==> config.mk <==
export PLATFORM = sky130hd
export DESIGN_NAME = fetch_stage
export DESIGN_NICKNAME = d
export VERILOG_FILES = /design/src/rtl/fetch_pkg.sv /design/src/rtl/fetch_fifo.sv /design/src/rtl/fetch_stage.sv
export SDC_FILE = /design/constraint.sdc
export NUM_CORES = 1
export LEC_CHECK = 0
export CORE_UTILIZATION = 55
export DETAILED_ROUTE_END_ITERATION = 12
export PLACE_DENSITY = 0.85
export SLEW_MARGIN = 20
export SYNTH_ARGS = -nofsm -noshare
export SYNTH_HDL_FRONTEND = slang
export SYNTH_SLANG_ARGS = --single-unit
==> constraint.sdc <==
create_clock -name clk -period 6.3 [get_ports clk]
set_input_delay 1.89 -clock clk [delete_from_list [all_inputs] [get_ports clk]]
set_output_delay 1.89 -clock clk [all_outputs]
set_load 0.03 [all_outputs]
==> src/rtl/fetch_pkg.sv <==
// Shared constants and types for the RV32IM instruction-fetch stage.
package fetch_pkg;

    // Datapath and instruction-memory geometry defaults.
    localparam int          FETCH_XLEN     = 32;
    localparam int          FETCH_IMEM_AW  = 6;
    localparam int          FETCH_INST_W   = 32;
    localparam logic [31:0] FETCH_RESET_PC = 32'h0000_0000;

    // Canonical no-op (add x0,x0,x0) shown to decode while the buffer is empty.
    localparam logic [31:0] FETCH_INST_NOP = 32'h0000_0033;

    // Fetch-entry layout: {pc, inst}, pc in the upper bits.
    localparam int ENTRY_PC_W   = FETCH_XLEN;
    localparam int ENTRY_INST_W = FETCH_INST_W;
    localparam int ENTRY_W      = ENTRY_PC_W + ENTRY_INST_W;

    // Fetch sequencer states.
    typedef enum logic [1:0] {
        ST_BOOT = 2'd0,
        ST_RUN  = 2'd1,
        ST_HALT = 2'd2
    } fetch_state_t;

    // A redirect target is unusable unless it is word aligned.
    function automatic logic is_misaligned(input logic [1:0] addr_lo);
        return addr_lo != 2'b00;
    endfunction

endpackage

==> src/rtl/fetch_fifo.sv <==
// Small synchronous FIFO buffering fetched {pc, inst} entries for decode.
// Head is read straight from the storage array so a pushed entry is visible
// the cycle after the push. Clear wins over push and pop.
module fetch_fifo #(
    parameter int DEPTH = 2,
    parameter int W     = 64
) (
    input  logic                     clk,
    input  logic                     rst_n,
    input  logic                     i_push,
    input  logic                     i_pop,
    input  logic                     i_clear,
    input  logic [W-1:0]             i_data,
    output logic [W-1:0]             o_head,
    output logic [$clog2(DEPTH):0]   o_count
);

    localparam int AW = $clog2(DEPTH);
    localparam int CW = AW + 1;

    logic [W-1:0]  r_mem [DEPTH];
    logic [AW-1:0] r_wr_ptr;
    logic [AW-1:0] r_rd_ptr;
    logic [CW-1:0] r_count;

    logic w_empty;
    logic w_full;
    logic w_do_pop;
    logic w_do_push;

    assign w_empty   = (r_count == '0);
    assign w_full    = (r_count == CW'(DEPTH));
    assign w_do_pop  = i_pop && !w_empty && !i_clear;
    // A full buffer may still accept a push when its head leaves this cycle.
    assign w_do_push = i_push && !i_clear && (!w_full || w_do_pop);

    assign o_head  = r_mem[r_rd_ptr];
    assign o_count = r_count;

    // Entry storage: data only, no reset needed since count gates visibility.
    always_ff @(posedge clk) begin
        if (w_do_push) begin
            r_mem[r_wr_ptr] <= i_data;
        end
    end

    // Pointer and occupancy bookkeeping; pointers wrap naturally (power-of-two depth).
    always_ff @(posedge clk or negedge rst_n) begin
        if (!rst_n) begin
            r_wr_ptr <= '0;
            r_rd_ptr <= '0;
            r_count  <= '0;
        end else if (i_clear) begin
            r_wr_ptr <= '0;
            r_rd_ptr <= '0;
            r_count  <= '0;
        end else begin
            if (w_do_push) begin
                r_wr_ptr <= r_wr_ptr + AW'(1);
            end
            if (w_do_pop) begin
                r_rd_ptr <= r_rd_ptr + AW'(1);
            end
            case ({w_do_push, w_do_pop})
                2'b10:   r_count <= r_count + CW'(1);
                2'b01:   r_count <= r_count - CW'(1);
                default: r_count <= r_count;
            endcase
        end
    end

endmodule

==> src/rtl/fetch_stage.sv <==
// RV32IM instruction fetch: owns the PC, reads the combinational instruction
// memory, buffers {pc, inst} for decode and obeys redirects from execute.
// A misaligned redirect parks the stage in HALT with a sticky fault until reset.
module fetch_stage
    import fetch_pkg::*;
#(
    parameter int              XLEN       = FETCH_XLEN,
    parameter int              IMEM_AW    = FETCH_IMEM_AW,
    parameter logic [XLEN-1:0] RESET_PC   = XLEN'(FETCH_RESET_PC),
    parameter int              FIFO_DEPTH = 2
) (
    input  logic               clk,
    input  logic               rst_n,
    output logic [IMEM_AW-1:0] o_imem_addr,
    input  logic [31:0]        i_imem_data,
    input  logic               i_redirect_valid,
    input  logic [XLEN-1:0]    i_redirect_pc,
    output logic               o_out_valid,
    input  logic               i_out_ready,
    output logic [31:0]        o_out_inst,
    output logic [XLEN-1:0]    o_out_pc,
    output logic [XLEN-1:0]    o_out_pc_plus4,
    output logic               o_fetch_fault
);

    localparam int CW = $clog2(FIFO_DEPTH) + 1;
    localparam int EW = XLEN + FETCH_INST_W;

    fetch_state_t    r_state;
    logic [XLEN-1:0] r_pc;
    logic            r_fault;

    logic [CW-1:0]   w_count;
    logic [EW-1:0]   w_head;
    logic            w_empty;
    logic            w_full;
    logic            w_pop;
    logic            w_run;
    logic            w_redirect;
    logic            w_misaligned;
    logic            w_push;

    assign w_empty      = (w_count == '0);
    assign w_full       = (w_count == CW'(FIFO_DEPTH));
    assign w_pop        = !w_empty && i_out_ready;
    assign w_run        = (r_state == ST_RUN);
    assign w_redirect   = w_run && i_redirect_valid;
    assign w_misaligned = is_misaligned(i_redirect_pc[1:0]);
    // Redirect outranks the sequential fetch; the word read this cycle is dropped.
    assign w_push       = w_run && !i_redirect_valid && (!w_full || w_pop);

    assign o_imem_addr   = r_pc[IMEM_AW+1:2];
    assign o_fetch_fault = r_fault;

    fetch_fifo #(
        .DEPTH (FIFO_DEPTH),
        .W     (EW)
    ) u_fifo (
        .clk     (clk),
        .rst_n   (rst_n),
        .i_push  (w_push),
        .i_pop   (w_pop),
        .i_clear (w_redirect),
        .i_data  ({r_pc, i_imem_data}),
        .o_head  (w_head),
        .o_count (w_count)
    );

    // Sequencer: state, PC and sticky fault updated together.
    always_ff @(posedge clk or negedge rst_n) begin
        if (!rst_n) begin
            r_state <= ST_BOOT;
            r_pc    <= RESET_PC;
            r_fault <= 1'b0;
        end else begin
            case (r_state)
                ST_BOOT: begin
                    r_state <= ST_RUN;
                end
                ST_RUN: begin
                    if (i_redirect_valid) begin
                        if (w_misaligned) begin
                            r_pc    <= {i_redirect_pc[XLEN-1:2], 2'b00};
                            r_state <= ST_HALT;
                            r_fault <= 1'b1;
                        end else begin
                            r_pc <= i_redirect_pc;
                        end
                    end else if (w_push) begin
                        r_pc <= r_pc + XLEN'(4);
                    end
                end
                ST_HALT: begin
                    r_state <= ST_HALT;
                end
                default: begin
                    r_state <= ST_HALT;
                end
            endcase
        end
    end

    // Decode-facing view of the buffer head; a NOP at PC 0 while empty.
    always_comb begin
        o_out_valid = !w_empty;
        o_out_pc    = '0;
        o_out_inst  = FETCH_INST_NOP;
        if (!w_empty) begin
            o_out_pc   = w_head[EW-1 -: XLEN];
            o_out_inst = w_head[FETCH_INST_W-1:0];
        end
    end

    assign o_out_pc_plus4 = o_out_pc + XLEN'(4);

endmodule
==> results.tsv, run 1 <==
metric	value	unit
start_util	57.2	%
status	finished clean	
crit_end	o_out_pc_plus4[31]	
rsz0062_at_grt	no	
fin_skew	0.00878	ns
worst-path-stages	7	
rows	43	
grt_max_degree	63	
hold_path_class	reg -> reg	
ys_types	57	
worst_ep_arrival_time	3.94	ns
synth_ff_type	edfxtp_1	
reg2reg_from	u_fifo.o_count[0]$_DFFE_PN0P_	
path_clk_slew	0.06	ns
ys_ff_latch	167	
layout.nets	892	
grt_pass1_wl	30200	um
stdcell_area	10400	sq um
antenna_found_initial	0	
worst_ir_drop_vdd	0.000213	V
vias_per_cell	5.92	
post_cts_buffers	0	
synth_area	8030	sq um
cpPeakStageDelay	1.05	ns
cts_root_buf	clkbuf_16	
reg2reg_to	u_fifo.o_count[1]$_DFFE_PN0P_	
worstSetupStartpointType	flip-flop	
crit_chain	buf_4, mux2i_1, nor3_1, nand4_1, nor4_1, xor2_1, clkdlybuf4s50_1	
critPathLaunch	u_fifo.r_rd_ptr$_DFFE_PN0P_	
syn-num-nets	733	
place_congestion	0.928	
netlist_instances	662	
grtUsageTotal	27.2	%
finalCritPeriodShare	92.5	%
grt_pass1_vias	5710	
overflow	0	
dp_hpwl	14000	um
r2r_slack	3.35	ns
die_area	15100	sq um
die_w	123	um
cts_hold_buf	0	
worst-setup-path-type	reg -> out	
slew_headroom	37.6	%
yosys_warnings	0	
ys_top_cells_by_area	edfxtp_1 (48%), dfrtp_1 (12%), mux2i_1 (10%), nor2_1 (4.0%), xor2_1 (2.4%)	
routed_wl	19900	um
via_count	6004	
max_freq	0.172	GHz
cts_buffer_depth	2	
critPathMaxFanout	62	
firstDrtPassIters	7	
reg2reg_depth	7	
wire_per_inst	19.7	um
ys_async_sr_fraction	23.4	%
dpl_cell_area	9790	sq um
synth_area_leader_cell	edfxtp_1	
hold_violations	0	
route.detailed.drc	0	
area_growth	29.6	%
cp_slowest_cell	dfrtp_4	
p_leak	3.90	nW
final_layout_size_suffix_gt1_share	7.79	%
antenna_left	0	
cp-end-kind	output pin	
io_pins	172	
cts_buffers	17	
finalSetupViolCount	0	
die_h	123	um
clock_latency	0.43	ns
ctsResizeCount	0	
worst_pin_slew	0.937	ns
setup_tns	0	ns
worst-path-buf-inv	2	
synth_edf_count	128	
io_buffers	171	
cp.required	4.41	ns
cts.sinks	167	
post-route-min-period	5.83	ns
antenna-diode-count	0	
avgSynthCellArea	12.1	sq um
synth_top_area_share	47.9	%
report.final.slew_viol_count	0	
htreeDepth	4	
cts_tree	built	
core_area	14000	sq um
ys_seq_area_share	60.0	%
drt_iter0_markers	514	
maxCapViolations	0	
cpLargestDelayFamily	buffers and inverters	
powerDensity	435	nW/um^2
==> synthesized netlist by cell type (2+ instances only) <==
master and instances:
ha_1 3, nor3_1 14, a21oi_1 28, buf_4 11, and3_1 7, and4_1 2
inv_1 6, nand2_1 50, mux2_2 3, o22ai_1 22, buf_6 6, clkbuf_1 18
a311oi_1 2, o21ai_0 12, a22oi_1 3, nor2b_1 2, nor4_2 2, xor2_1 22
nand3_1 33, buf_2 6, nand4_1 14, and2_1 5, edfxtp_1 128, nand2b_1 5
a211oi_2 3, clkinv_1 2, or3_1 2, nor2_2 2, xnor2_1 9, nand3b_1 4
dfrtp_1 39, mux2i_1 82, nor2_1 86, nor4_1 6
==> worst register-to-register path, delay by kind of cell, from the launching register on <==
| kind | cells | cell delay [ns] |
|---|---|---|
| buf+inv | 1 | 0.49 |
| simple gates | 4 | 1.44 |
| compound gates | 1 | 0.16 |
| flops | 1 | 0.46 |
| fa+ha+maj | 1 | 0.34 |
==> cells in the final DEF, fill, tap and decap left out, types with 14 or more instances in the layout <==
| cell | n |
|---|---|
| nand2_1 | 50 |
| o22ai_1 | 22 |
| mux2i_1 | 82 |
| xor2_1 | 22 |
| nor3_1 | 14 |
| edfxtp_1 | 128 |
| a21oi_1 | 28 |
| clkdlybuf4s50_1 | 170 |
| nand4_1 | 14 |
| nand3_1 | 33 |
| dfrtp_1 | 38 |
| nor2_1 | 85 |
| clkbuf_16 | 17 |
==> through the flow <==
step	utilization (%)	cells	total power, mW	hold WS [ns]	setup WS [ns]
detailed placement	69.7	982	3.45	0.461	0.966
global placement	69.7	982	3.42	0.454	1.01
CTS	74.1	1014	4.53	0.477	0.443
floorplan	-	662	2.70	0.434	0.616
global route	74.1	1014	4.70	0.491	0.264
finish	74.1	1014	4.53	0.467	0.474
==> area by class of cell <==
type                    instances  area [sq um]
repair buffers                183          1800
clock inverters                11           176
inverters                       8          30.0
clock buffers                  21           440
multi-input cells             444          2910
flip-flops and latches        167          4820
well taps                     180           225
fillers                       866          3640
==> cells by family (layout without fill, tap and decap cells) <==
kind of cell	Yosys count	after routing	share of synthesized area [%]
AO/OA/AOI/OAI	81	81	6.67
XOR/XNOR	31	31	3.38
adder cells (fa/ha/maj)	3	3	0.468
buffers and inverters	51	223	3.90
flip-flops	167	167	60.0
multiplexers	85	85	10.6
AND/OR/NAND/NOR	244	244	14.9
==> flip-flops by register name (all words and copies together), names as in the netlist <==
| signal | cells |
|---|---|
| u_fifo.r_rd_ptr | 1 |
| u_fifo.r_wr_ptr | 1 |
| u_fifo.o_count | 2 |
| u_fifo.r_mem | 128 |
| r_state | 2 |
| o_fetch_fault | 1 |
| r_pc | 32 |
==> how the worst min path moves through the flow <==
stage	from	slack, ns	depth (start not counted)	to
2_1_floorplan	r_pc[0]$_DFFE_PN0P_	0.43	0	u_fifo.r_mem[0][32]$_DFFE_PP_
4_1_cts	r_pc[1]$_DFFE_PN0P_	0.48	0	u_fifo.r_mem[0][33]$_DFFE_PP_
6_report	r_pc[1]$_DFFE_PN0P_	0.47	0	u_fifo.r_mem[0][33]$_DFFE_PP_
5_1_grt	r_pc[0]$_DFFE_PN0P_	0.49	0	u_fifo.r_mem[0][32]$_DFFE_PP_
3_5_place_dp	o_fetch_fault$_DFFE_PN0P_	0.46	1	o_fetch_fault$_DFFE_PN0P_
3_3_place_gp	r_pc[1]$_DFFE_PN0P_	0.45	0	u_fifo.r_mem[0][33]$_DFFE_PP_
==> per-layer routing <==
metal | vias to the layer above | routed length, um | share of wire, % | GRT usage (%)
met4 | 0 | 502 | 2.5 | 11.0
met1 | 2832 | 8480 | 43 | 37.0
li1 | 2747 | - | - | -
met5 | - | 0 | 0 | 0
met3 | 62 | 1730 | 8.7 | 6.27
met2 | 363 | 9220 | 46 | 42.2
==> where the power goes <==
group | leakage [nW] | switching [mW] | internal (mW)
combinational | 1.94 | 1.23 | 0.824
sequential | 1.67 | 0.156 | 1.24
clock | 0.284 | 0.416 | 0.666
(Power assumes the default switching activity.)
==> run 2, diff against run 1 <==
- PLACE_DENSITY: 0.85 -> 0.83
==> run 2 against run 1 <==
Die area stayed put. Fmax down 1.9%. Register-to-register slack better by 0.11 ns. Clock power barely moved. Worst setup slack got worse by 0.11 ns. Largest power group unchanged. Combinational power about the same. Power decreased by 0.30%. Sequential cell count did not move.
==> results.tsv, run 2 (synthesis results as in run 1) <==
metric	value	unit	change
io_pins	172		unchanged
max_freq	0.168	GHz	was 0.172 GHz
worst_pin_slew	0.967	ns	was 0.937 ns
reg2reg_from	u_fifo.o_count[1]$_DFFE_PN0P_		was u_fifo.o_count[0]$_DFFE_PN0P_
ctsResizeCount	0		unchanged
via_count	5994		was 6,004
p_leak	3.91	nW	was 3.90 nW
worstSetupStartpointType	flip-flop		unchanged
core_area	14000	sq um	unchanged
start_util	57.2	%	unchanged
slew_headroom	35.3	%	was 37.6%
cp-end-kind	output pin		unchanged
final_cells	1012		was 1,014
cts_tree	built		unchanged
setup_tns	0	ns	unchanged
finalCritPeriodShare	94.3	%	was 92.5%
worst-setup-path-type	reg -> out		unchanged
io_buffers	171		unchanged
dp_hpwl	13200	um	was 14,000 um
status	finished clean		unchanged
utilization	74.1	%	about the same
fin_skew	0.00816	ns	was 0.00878 ns
grtUsageTotal	26.1	%	was 27.2%
die_area	15100	sq um	unchanged
grt_max_degree	65		was 63
place_congestion	0.939		was 0.928
hold_violations	0		unchanged
cts_buffer_depth	2		unchanged
finalSetupViolCount	0		unchanged
cts.sinks	167		unchanged
overflow	0		unchanged
crit_chain	buf_4, mux2i_1, a211oi_2, nand4_2, nor4_1, xor2_1, clkdlybuf4s50_1		was buf_4, mux2i_1, nor3_1, nand4_1, nor4_1, xor2_1, clkdlybuf4s50_1
drt_iter0_markers	586		was 514
routed_wl	19200	um	was 19,900 um
clock_latency	0.43	ns	about the same
antenna_left	0		unchanged
maxCapViolations	0		unchanged
worstHoldEndpoint	u_fifo.r_mem[0][33]$_DFFE_PP_		unchanged
finalPower	4.52	mW	was 4.53 mW
layout_common_cells	clkdlybuf4s50_1 (170), edfxtp_1 (128), nor2_1 (85)		unchanged
rows	43		unchanged
reg2reg_depth	4		was 7
largest_register	u_fifo.r_mem		unchanged
post_cts_buffers	0		unchanged
grt_pass1_wl	29300	um	was 30,200 um
cpPeakStageDelay	0.84	ns	was 1.05 ns
post-route-min-period	5.94	ns	was 5.83 ns
holdPathStages	0		unchanged
fillCellCount	892		was 866
area_growth	29.5	%	was 29.6%
worst_ep_arrival_time	4.05	ns	was 3.94 ns
cp.required	4.41	ns	about the same
die_h	123	um	unchanged
htreeDepth	4		unchanged
rsz0062_at_grt	no		unchanged
cts_root_buf	clkbuf_16		unchanged
cts_hold_buf	0		unchanged
layout_commonest_cell	clkdlybuf4s50_1		unchanged
route.detailed.drc	0		unchanged
reg2reg_to	u_fifo.r_mem[1][5]$_DFFE_PP_		was u_fifo.o_count[1]$_DFFE_PN0P_
cts_buffers	17		unchanged
vias_per_cell	5.92		about the same
critPathMaxFanout	46		was 62
path_clk_slew	0.07	ns	was 0.06 ns
r2r_slack	3.46	ns	was 3.35 ns
wire_per_inst	19.0	um	was 19.7 um
grt_pass1_vias	5625		was 5,710
antenna_found_initial	0		unchanged
antenna-diode-count	0		unchanged
largest_reg_flops	128		unchanged
worst_ir_drop_vdd	0.000224	V	was 0.000213 V
firstDrtPassIters	9		was 7
powerDensity	434	nW/um^2	was 435 nW/um^2
layout.nets	891		was 892
report.final.slew_viol_count	0		unchanged
final_layout_size_suffix_gt1_share	8.05	%	was 7.79%
min_from	r_pc[1]$_DFFE_PN0P_		unchanged
dpl.cell_count	981		was 982
top_regs	u_fifo.r_mem: 128 flops, r_pc: 32 flops		unchanged
die_w	123	um	unchanged
cp_slowest_cell	dfrtp_4		unchanged
hold_path_class	reg -> reg		unchanged
run 2: changes by cell type in the layout (fill, tap and decap cells not counted):
cell	before	now
clkbuf_1	4	0
clkinv_2	0	2
clkinvlp_4	4	3
buf_4	12	11
inv_6	1	4
clkinv_4	2	1
run 2: stage by stage:
stage / hold slack, ns / area, sq um / setup WS (ns)
after global placement: 0.457 / 9780 / 1.00
after detailed placement: 0.466 / 9780 / 0.874
final: 0.477 / 10400 / 0.360
after global routing: 0.485 / 10400 / 0.166
after floorplan: 0.434 / 8030 / 0.616
after CTS: 0.478 / 10400 / 0.301
run 2: worst max path at each step:
stage / start / end / slack, ns / cells after the start
after floorplan: i_out_ready / u_fifo.r_mem[0][0]$_DFFE_PP_ / 0.62 / 6
after global placement: u_fifo.r_rd_ptr$_DFFE_PN0P_ / o_out_pc_plus4[31] / 1.00 / 6
after detailed placement: u_fifo.r_rd_ptr$_DFFE_PN0P_ / o_out_pc_plus4[13] / 0.87 / 6
after CTS: u_fifo.r_rd_ptr$_DFFE_PN0P_ / o_out_pc_plus4[28] / 0.30 / 7
after global routing: u_fifo.r_rd_ptr$_DFFE_PN0P_ / o_out_pc_plus4[28] / 0.17 / 7
final: u_fifo.r_rd_ptr$_DFFE_PN0P_ / o_out_pc_plus4[28] / 0.36 / 7
run 2: worst max-delay path, delay by kind of cell, from the launching register on:
kind,cells,cell delay [ns]
DFF,1,0.84
muxes,1,0.21
xor gates and xnor gates,1,0.24
buffers and inverters,2,1.32
and+or+nand+nor,2,0.73
AOI/OAI and AO/OA,1,0.27
run 2: where the power goes:
part / switching (mW) / total [mW] / internal [mW]
Sequential: 0.125 / 1.37 / 1.24
Clock: 0.422 / 1.09 / 0.664
Combinational: 1.24 / 2.06 / 0.825
run 2: cell type report:
cell class	count	area, sq um	share of cell area [%]
Clock inverter	14	196	1.89
Sequential cell	167	4820	46.4
Multi-Input combinational cell	444	2910	28.0
Timing Repair Buffer	182	1790	17.2
Tap cell	180	225	2.17
Clock buffer	17	425	4.09
Inverter	8	30.0	0.289
run 2: per-layer routing:
| metal | vias up | part of all wire, % | track usage, % |
|---|---|---|---|
| met5 | - | 0 | 0 |
| met4 | 0 | 1.9 | 10.6 |
| met3 | 37 | 8.9 | 5.99 |
| met2 | 312 | 49 | 43.0 |
| met1 | 2894 | 40 | 33.5 |
| li1 | 2751 | - | - |
==> run 3, diff against run 2 <==
- CORE_MARGIN: unset -> 2
- CTS_CLUSTER_SIZE: unset -> 24
==> run 3 against run 2 <==
Combinational power barely moved. Sequential cell count did not move. Wire length fell by 3.3%. Sequential power barely moved. Clock-buffer cell count did not move. First-iteration DRC count fell by 10%. Clock power fell by 4%.
==> results.tsv, run 3 (synthesis results as in run 1) <==
metric	value	unit	change
finalPower	4.46	mW	was 4.52 mW
drt_iter0_markers	527		was 586
antenna_found_initial	0		unchanged
worst_ep_arrival_time	3.85	ns	was 4.05 ns
cts_hold_buf	0		unchanged
antenna-diode-count	0		unchanged
finalSetupViolCount	0		unchanged
fin_skew	0.00704	ns	was 0.00816 ns
stdcell_area	10400	sq um	about the same
place_congestion	0.943		was 0.939
holdPathStages	0		unchanged
layout_commonest_cell	clkdlybuf4s50_1		unchanged
cp-end-kind	output pin		unchanged
slew_headroom	39.0	%	was 35.3%
layout.nets	890		was 891
report.final.slew_viol_count	0		unchanged
maxCapViolations	0		unchanged
worst_pin_slew	0.913	ns	was 0.967 ns
start_util	55.7	%	was 57.2%
cts.sinks	167		unchanged
htreeDepth	4		unchanged
post_cts_buffers	0		unchanged
post-route-min-period	5.74	ns	was 5.94 ns
wire_per_inst	18.3	um	was 19.0 um
dp_hpwl	12900	um	was 13,200 um
dpl_cell_area	9790	sq um	was 9780 sq um
grt_pass1_wl	29700	um	was 29,300 um
critPathMaxFanout	55		was 46
die_w	125	um	was 123 um
grtUsageTotal	24.3	%	was 26.1%
area_growth	29.4	%	was 29.5%
cts_buffers	17		unchanged
firstDrtPassIters	5		was 9
die_h	125	um	was 123 um
seq_power_share	31.0	%	was 30.3%
io_buffers	171		unchanged
clock_latency	0.43	ns	about the same
io_pins	172		unchanged
grt_pass1_vias	5542		was 5,625
powerDensity	429	nW/um^2	was 434 nW/um^2
antenna_left	0		unchanged
worstHoldEndpoint	u_fifo.r_mem[0][32]$_DFFE_PP_		was u_fifo.r_mem[0][33]$_DFFE_PP_
worst-setup-path-type	reg -> out		unchanged
finalCritPeriodShare	91.0	%	was 94.3%
cts_tree	built		unchanged
reg2reg_to	u_fifo.r_mem[0][29]$_DFFE_PP_		was u_fifo.r_mem[1][5]$_DFFE_PP_
status	finished clean		unchanged
worstSetupStartpointType	flip-flop		unchanged
ctsResizeCount	0		unchanged
final_layout_size_suffix_gt1_share	7.93	%	was 8.05%
reg2reg_depth	7		was 4
core_area	14400	sq um	was 14,000 sq um
cts_root_buf	clkbuf_16		unchanged
via_count	5882		was 5,994
layout_common_cells	clkdlybuf4s50_1 (170), edfxtp_1 (128), nor2_1 (85)		unchanged
top_regs	u_fifo.r_mem: 128 flops, r_pc: 32 flops		unchanged
hold_violations	0		unchanged
switchingPower	1.77	mW	was 1.78 mW
largest_register	u_fifo.r_mem		unchanged
fillCellCount	966		was 892
cp.required	4.41	ns	about the same
largest_reg_flops	128		unchanged
max_freq	0.174	GHz	was 0.168 GHz
swShare	39.7	%	was 39.5%
timing.hold.ws	0.472	ns	was 0.477 ns
setup_tns	0	ns	unchanged
overflow	0		unchanged
hold_path_class	reg -> reg		unchanged
rows	44		was 43
path_clk_slew	0.06	ns	was 0.07 ns
vias_per_cell	5.79		was 5.92
p_int	2.69	mW	was 2.73 mW
grt_max_degree	65		unchanged
worst_ir_drop_vdd	0.000305	V	was 0.000224 V
rsz0062_at_grt	no		unchanged
die_area	15600	sq um	was 15,100 sq um
route.detailed.drc	0		unchanged
p_clk_share	23.6	%	was 24.1%
combPwrFrac	45.4	%	was 45.7%
r2r_slack	3.75	ns	was 3.46 ns
reg2reg_from	r_state[0]$_DFFE_PN0P_		was u_fifo.o_count[1]$_DFFE_PN0P_
min_from	r_pc[0]$_DFFE_PN0P_		was r_pc[1]$_DFFE_PN0P_
cts_buffer_depth	2		unchanged
p_leak	3.89	nW	was 3.91 nW
routed_wl	18600	um	was 19,200 um
run 3: stage by stage:
| stage | util (%) | setup WS, ns | std cells |
|---|---|---|---|
| after global routing | 72.0 | 0.173 | 1016 |
| after floorplan | - | 0.616 | 662 |
| after CTS | 72.0 | 0.496 | 1016 |
| after global placement | 67.9 | 1.06 | 984 |
| after detailed placement | 67.9 | 0.984 | 984 |
| final | 72.0 | 0.564 | 1016 |
run 3: cell type report:
class | count | area [sq um] | area share (%)
sequential | 167 | 4820 | 46.4
timing repair buffer | 181 | 1790 | 17.3
inverter | 8 | 30.0 | 0.289
clock buffer | 17 | 425 | 4.09
clock inverter | 15 | 176 | 1.70
multi-input combinational | 444 | 2910 | 28.0
tap | 184 | 230 | 2.22
run 3: worst max path at each step:
stage / startpoint / endpoint / slack, ns / cells after the start
final: u_fifo.r_rd_ptr$_DFFE_PN0P_ / o_out_pc_plus4[31] / 0.56 / 6
after floorplan: i_out_ready / u_fifo.r_mem[0][0]$_DFFE_PP_ / 0.62 / 6
after global placement: u_fifo.r_rd_ptr$_DFFE_PN0P_ / o_out_pc_plus4[13] / 1.06 / 6
after detailed placement: u_fifo.r_rd_ptr$_DFFE_PN0P_ / o_out_pc_plus4[31] / 0.98 / 6
after global routing: u_fifo.r_rd_ptr$_DFFE_PN0P_ / o_out_pc_plus4[25] / 0.17 / 6
after CTS: u_fifo.r_rd_ptr$_DFFE_PN0P_ / o_out_pc_plus4[31] / 0.50 / 6
run 3: power by group through the flow:
| stage | sequential, mW | combinational, mW | clock [mW] |
|---|---|---|---|
| after floorplan | 1.31 | 1.39 | 0 |
| after global placement | 1.40 | 2.01 | 0 |
| after detailed placement | 1.40 | 2.03 | 0 |
| after CTS | 1.38 | 2.03 | 1.07 |
| after global routing | 1.39 | 2.13 | 1.11 |
| final | 1.38 | 2.03 | 1.05 |
run 3: worst max-delay path: stages (launching register included):
cell and delay (ns):
dfrtp_4 0.91, mux2i_1 0.23, a211oi_2 0.32, nand4_1 0.55
nor4_1 0.51, xor2_1 0.18, clkdlybuf4s50_1 0.68
run 3: layer usage:
layer	wire [um]	GRT usage (%)
met1	7750	34.2
met2	9090	39.0
met3	1470	4.21
met4	289	7.45
met5	0	0
